`src/rtl/morse_seq_queue_if.sv`:
```
// morse_seq_queue_if: symbol input, abort and sequence FIFO handshake bundle for morse_seq_queue
interface morse_seq_queue_if #(
  parameter int MAX_SYMBOLS = 5,
  parameter int DEPTH = 4
);
  logic [2:0] signals_i;
  logic clear_i;
  logic seq_ready_i;
  logic seq_valid_o;
  logic [2*MAX_SYMBOLS-1:0] seq_out_o;
  logic [$clog2(MAX_SYMBOLS+1)-1:0] seq_len_o;
  logic seq_kind_o;
  logic [$clog2(DEPTH+1)-1:0] count_o;
  logic error_o;
  modport master (
    input signals_i, clear_i, seq_ready_i,
    output seq_valid_o, seq_out_o, seq_len_o, seq_kind_o, count_o, error_o
  );
  modport slave (
    output signals_i, clear_i, seq_ready_i,
    input seq_valid_o, seq_out_o, seq_len_o, seq_kind_o, count_o, error_o
  );
endinterface

```
`src/rtl/morse_seq_queue.sv`:
```
// morse_seq_queue: edge-detected Morse symbol assembler feeding a DEPTH-entry sequence FIFO
// MORSE_SEQ_ERR_EN enables the sticky error flag and invalid-code aborts.
module morse_seq_queue #(
  parameter int MAX_SYMBOLS = 5,
  parameter int DEPTH = 4
) (
  input logic clk,
  input logic rst_n,
  morse_seq_queue_if.master bus
);
  localparam int SW = 2 * MAX_SYMBOLS;
  localparam int LW = $clog2(MAX_SYMBOLS + 1);
  localparam int CW = $clog2(DEPTH + 1);
  localparam int AW = $clog2(DEPTH);
  logic [2:0] sig_prev_q;
  logic [SW-1:0] slots_q, slots_d;
  logic [LW-1:0] len_q, len_d;
  logic [AW-1:0] wr_q, rd_q;
  logic [CW-1:0] count_q, count_d;
  logic [SW-1:0] mem_seq_q [DEPTH];
  logic [LW-1:0] mem_len_q [DEPTH];
  logic mem_kind_q [DEPTH];
  logic evt, is_sym, is_term, pop, push, abort, valid;
  assign evt = sig_prev_q == 3'b000 && bus.signals_i != 3'b000 && !bus.clear_i;
  assign is_sym = evt && (bus.signals_i == 3'b001 || bus.signals_i == 3'b010);
  assign is_term = evt && (bus.signals_i == 3'b011 || bus.signals_i == 3'b100);
  assign valid = count_q != '0;
  assign pop = valid && bus.seq_ready_i;
  // a same-cycle pop frees the slot, so a push into a full FIFO still lands
  assign push = is_term && (count_q != CW'(DEPTH) || pop);
`ifdef MORSE_SEQ_ERR_EN
  logic err_q, err_d, is_inv;
  assign is_inv = evt && bus.signals_i[2] && bus.signals_i[1:0] != 2'b00;
  assign abort = bus.clear_i || is_term || is_inv;
  assign err_d = !bus.clear_i && (err_q || (is_sym && len_q == LW'(MAX_SYMBOLS))
                                  || (is_term && !push) || is_inv);
  always_ff @(posedge clk or negedge rst_n) begin
    if (!rst_n) err_q <= 1'b0;
    else err_q <= err_d;
  end
  assign bus.error_o = err_q;
`else
  assign abort = bus.clear_i || is_term;
  assign bus.error_o = 1'b0;
`endif
  always_comb begin
    slots_d = slots_q;
    len_d = len_q;
    if (abort) begin
      slots_d = '1;
      len_d = '0;
    end else if (is_sym && len_q != LW'(MAX_SYMBOLS)) begin
      // slot 0 occupies the MSBs; Dot 001 -> 00, Dash 010 -> 01
      for (int i = 0; i < MAX_SYMBOLS; i++)
        if (LW'(i) == len_q) slots_d[SW-1-2*i -: 2] = {1'b0, bus.signals_i[1]};
      len_d = len_q + 1'b1;
    end
    count_d = count_q + CW'(push) - CW'(pop);
  end
  always_ff @(posedge clk or negedge rst_n) begin
    if (!rst_n) begin
      sig_prev_q <= 3'b000;
      slots_q <= '1;
      len_q <= '0;
      wr_q <= '0;
      rd_q <= '0;
      count_q <= '0;
    end else begin
      sig_prev_q <= bus.signals_i;
      slots_q <= slots_d;
      len_q <= len_d;
      wr_q <= wr_q + AW'(push);
      rd_q <= rd_q + AW'(pop);
      count_q <= count_d;
    end
  end
  always_ff @(posedge clk) begin
    if (push) begin
      mem_seq_q[wr_q] <= slots_q;
      mem_len_q[wr_q] <= len_q;
      mem_kind_q[wr_q] <= bus.signals_i == 3'b011;
    end
  end
  assign bus.seq_valid_o = valid;
  assign bus.seq_out_o = valid ? mem_seq_q[rd_q] : '1;
  assign bus.seq_len_o = valid ? mem_len_q[rd_q] : '0;
  assign bus.seq_kind_o = valid ? mem_kind_q[rd_q] : 1'b0;
  assign bus.count_o = count_q;
endmodule

```
`src/flat_wrapper.sv`:
```
// flat-port wrapper written by rule: the top's interface ports become plain ports
module morse_seq_queue_flat 
#(
  parameter int MAX_SYMBOLS = 5,
  parameter int DEPTH = 4
)
  (clk, rst_n, bus_signals_i, bus_clear_i, bus_seq_ready_i, bus_seq_valid_o, bus_seq_out_o, bus_seq_len_o, bus_seq_kind_o, bus_count_o, bus_error_o);
  morse_seq_queue_if #(.MAX_SYMBOLS(MAX_SYMBOLS), .DEPTH(DEPTH)) bus_i ();
  input logic clk;
  input logic rst_n;
  input wire logic [$bits(bus_i.signals_i)-1:0] bus_signals_i;
  input wire logic [$bits(bus_i.clear_i)-1:0] bus_clear_i;
  input wire logic [$bits(bus_i.seq_ready_i)-1:0] bus_seq_ready_i;
  output wire logic [$bits(bus_i.seq_valid_o)-1:0] bus_seq_valid_o;
  output wire logic [$bits(bus_i.seq_out_o)-1:0] bus_seq_out_o;
  output wire logic [$bits(bus_i.seq_len_o)-1:0] bus_seq_len_o;
  output wire logic [$bits(bus_i.seq_kind_o)-1:0] bus_seq_kind_o;
  output wire logic [$bits(bus_i.count_o)-1:0] bus_count_o;
  output wire logic [$bits(bus_i.error_o)-1:0] bus_error_o;
  assign bus_i.signals_i = bus_signals_i;
  assign bus_i.clear_i = bus_clear_i;
  assign bus_i.seq_ready_i = bus_seq_ready_i;
  assign bus_seq_valid_o = bus_i.seq_valid_o;
  assign bus_seq_out_o = bus_i.seq_out_o;
  assign bus_seq_len_o = bus_i.seq_len_o;
  assign bus_seq_kind_o = bus_i.seq_kind_o;
  assign bus_count_o = bus_i.count_o;
  assign bus_error_o = bus_i.error_o;
  morse_seq_queue #(.MAX_SYMBOLS(MAX_SYMBOLS), .DEPTH(DEPTH)) u_core (.clk(clk), .rst_n(rst_n), .bus(bus_i));
endmodule
```
`config.mk`:
```
export PLATFORM = sky130hd
export DESIGN_NAME = morse_seq_queue_flat
export DESIGN_NICKNAME = d
export VERILOG_FILES = /design/src/rtl/morse_seq_queue_if.sv /design/src/rtl/morse_seq_queue.sv /design/src/flat_wrapper.sv
export SDC_FILE = /design/constraint.sdc
export NUM_CORES = 1
export LEC_CHECK = 0
export CAP_MARGIN = 20
export CELL_PAD_IN_SITES_DETAIL_PLACEMENT = 1
export CELL_PAD_IN_SITES_GLOBAL_PLACEMENT = 1
export CORE_MARGIN = 8
export CORE_UTILIZATION = 49
export CTS_CLUSTER_DIAMETER = 80
export DETAILED_ROUTE_END_ITERATION = 7
export GPL_TIMING_DRIVEN = 0
export PLACE_DENSITY_LB_ADDON = 0.1
export SLEW_MARGIN = 20
export SYNTH_ARGS = -nofsm -noshare
export SYNTH_HDL_FRONTEND = slang
export SYNTH_SLANG_ARGS = --single-unit
```
`constraint.sdc`:
```
create_clock -name clk -period 3.7 [get_ports clk]
set_clock_uncertainty 0.1 [all_clocks]
set_input_delay 0.925 -clock clk [delete_from_list [all_inputs] [get_ports clk]]
set_output_delay 0.925 -clock clk [all_outputs]
set_load 0.01 [all_outputs]
```
==> flow_summary.yaml <==
route:
  via_per_inst: 5.46
  totalWireLength_um: 6320
  vias: 1726
  route.detailed.drc: 0
  dr.pass1.iters: 4
  postRouteAntennaNets: 0
  drtIter0Drc: 59
  wire_per_inst_um: 20.0
synthesis:
  synth.distinct_cells: 41
  synth_ff_type: "edfxtp_1"
  synth_cells: 194
  synth_top_area_frac: 0.507
  yosysSeqAreaShare: 0.685
  synth_edf_count: 56
  yosys_warnings: 0
  ys_ff_latch: 79
  synth.top_cells.by_count: "56 x edfxtp_1, 17 x nand2_1, 14 x mux4_2"
  yosys-top-cells-area: "edfxtp_1 51%, dfrtp_1 9.8%, mux4_2 9.5%"
  synth.most_common_cell: "edfxtp_1"
  yosys.area.top_type: "edfxtp_1"
  synth_area_per_cell_um2: 17.1
  synthArstFlopShare: 0.291
  syn_area_um2: 3310
  syn_nets: 211
setup_path:
  path_max_fanout: 9
  cp_top_family: "simple AND/OR/NAND/NOR gates"
  worst_setup_path_end_kind: "register"
  path_buf_inv: 2
  crit_required_ns: 3.65
  crit_chain: "clkdlybuf4s50_1 > nor4_4 > o21a_4 > o41ai_2 > nor3b_2 > buf_6"
  crit_type: "in2reg"
  rrSetupSlack_ns: 1.03
  cpMaxStageDelayCell: "nor3b_2"
  cpPeakStageDelay_ns: 0.77
  start_kind: "input port"
  cp.arrival_ns: 3.37
sta:
  fmaxAchievable_ghz: 0.292
  hold_viol_final: 0
  finalSetupViolations: 0
  final_max_slew_viol_count: 0
  rsz0062_at_grt: "false"
  fin_crit_ns: 3.42
  worstMarginPinSlew_ns: 0.908
  fin_crit_sh: 0.925
  max-slew-margin-rel: 0.392
clock_tree:
  cts_setup_buffers: 0
  clockBufferDepth: 2
  htreeDepth: 3
  cts_tree: "yes"
  root_buffer: "clkbuf_8"
  cts_sinks: 79
  clk_pin_slew_ns: 0.07
  cts_buffers: 9
  clk_latency_ns: 0.34
floorplan:
  die_w_um: 98.2
  num_rows: 30
  design.portCount: 26
  die_y_um: 98.2
  initial_core_util: 0.496
  fp.coreArea_um2: 6680
  die-area_um2: 9650
grt:
  grt_start_max_net_pins: 24
  grt_pass1_vias: 1887
  grt_first_pass_wirelength_um: 10300
  antenna_found_initial: 0
  globalRouteOverflowTotal: 0
  grt.total_usage: 0.142
cells_and_area:
  finalNonFillerCells: 316
  area_delta_synth_final_pct: 16.8
  antenna_cells: 0
  drive_gt1_frac: 0.254
  nNetsFinal: 248
status:
  status: "finished, final reports clean"
hold_path:
  hold_class: "reg2reg"
place:
  place_congestion: 0.766
  placed_cells: 300
  dpl.hpwl_um: 4420
  port_buffers: 24
power:
  p_leak_nw: 1.39
  power_w: 0.00233
  powerDensity_nw_per_um2: 603
  ir_drop_mv: 0.306
job:
  cap_violations: 0
tightest hold or removal path: stages (launching register included):
cell and delay [ns]:
dfstp_2 0.39, nand2_1 0.06, nand2_1 0.05
per-stage QoR:
| stage | instance area [um2] | TNS (ns) | utilization | setup slack (ns) | hold WS (ns) |
|---|---|---|---|---|---|
| 2_1_floorplan | 3310 | 0 | - | 0.416 | 0.354 |
| 3_3_place_gp | 3650 | -29.03 | 0.547 | -1.04 | 0.367 |
| 3_5_place_dp | 3690 | -0.806 | 0.553 | -0.0903 | 0.386 |
| 4_1_cts | 3870 | 0 | 0.579 | 0.0818 | 0.397 |
| 5_1_grt | 3870 | 0 | 0.579 | 0.141 | 0.422 |
| 6_report | 3870 | 0 | 0.579 | 0.276 | 0.392 |
cells by family after synthesis:
logic type	Yosys count	synth area share
buffers and inverters	18	0.0249
adders and majority gates	10	0.0400
AOI/OAI and AO/OA	9	0.0223
other	1	0.00113
muxes	19	0.110
and+or+nand+nor	53	0.103
DFF	79	0.685
xor gates and xnor gates	5	0.0132
cell usage in the layout, fill, tap and decap left out, types with 2 or more instances in the layout:
| cell | instances |
|---|---|
| nand4b_1 | 3 |
| clkbuf_8 | 11 |
| ha_1 | 9 |
| nand4_1 | 3 |
| xor2_1 | 3 |
| inv_1 | 11 |
| o22ai_1 | 2 |
| clkbuf_1 | 5 |
| dfstp_2 | 10 |
| o21ai_0 | 2 |
| buf_6 | 3 |
| dfrtp_1 | 13 |
| nand2_1 | 17 |
| buf_2 | 4 |
| or2_2 | 4 |
| mux2i_1 | 5 |
| nor2b_1 | 6 |
| mux4_2 | 14 |
| xnor2_1 | 2 |
| edfxtp_1 | 56 |
| clkdlybuf4s50_1 | 23 |
| or2_1 | 6 |
cell type report:
class | instances | area (um2)
Fill cell | 630 | 2810
Sequential cell | 79 | 2270
Multi-Input combinational cell | 97 | 990
Timing Repair Buffer | 26 | 258
Clock buffer | 15 | 166
Tap cell | 80 | 100
Inverter | 12 | 45.0
Buffer | 6 | 37.5
Clock inverter | 1 | 5.00
metal layers:
layer  global-route usage  up-vias  routed length [um]
met5                    0        -                   0
met4               0.0555        0                  98
met3               0.0434       12                 244
met2                0.237       38                3190
met1                0.169      883                2790
li1                     -      793                   -
worst paths after layout:
| kind | start | end | depth (start not counted) |
|---|---|---|---|
| worst max-delay path | bus_clear_i | u_core.mem_seq_q[2][8] | 6 |
| max in group asynchronous | rst_n | u_core.slots_q[9] | 1 |
| worst min register to register | u_core.slots_q[7] | u_core.slots_q[7] | 2 |
| min in group asynchronous | rst_n | u_core.len_q[0] | 1 |
| worst max register to register | u_core.sig_prev_q[1] | u_core.mem_seq_q[2][8] | 5 |
| worst min-delay path | u_core.slots_q[7] | u_core.slots_q[7] | 2 |
repair_timing:
| action | CTS | global route |
|---|---|---|
| gates resized for setup | 1 | 1 |
| hold endpoints to repair | 0 | 0 |
| endpoints found under the setup margin | 10 | 3 |
| hold buffers | 0 | 0 |
power by group:
group | switching, W | leakage (nW) | internal, W
registers | 0.0000722 | 0.759 | 0.000985
clock network | 0.000277 | 0.0877 | 0.000281
logic | 0.000297 | 0.547 | 0.000422
state kept, by name (all words and copies together) (netlist names):
name / flops
u_core.mem_kind_q: 4
u_core.bus.count_o: 3
u_core.mem_seq_q: 40
u_core.sig_prev_q: 3
u_core.rd_q: 2
u_core.mem_len_q: 12
u_core.wr_q: 2
u_core.slots_q: 10
u_core.len_q: 3
Power figures use the tool's default switching activity.
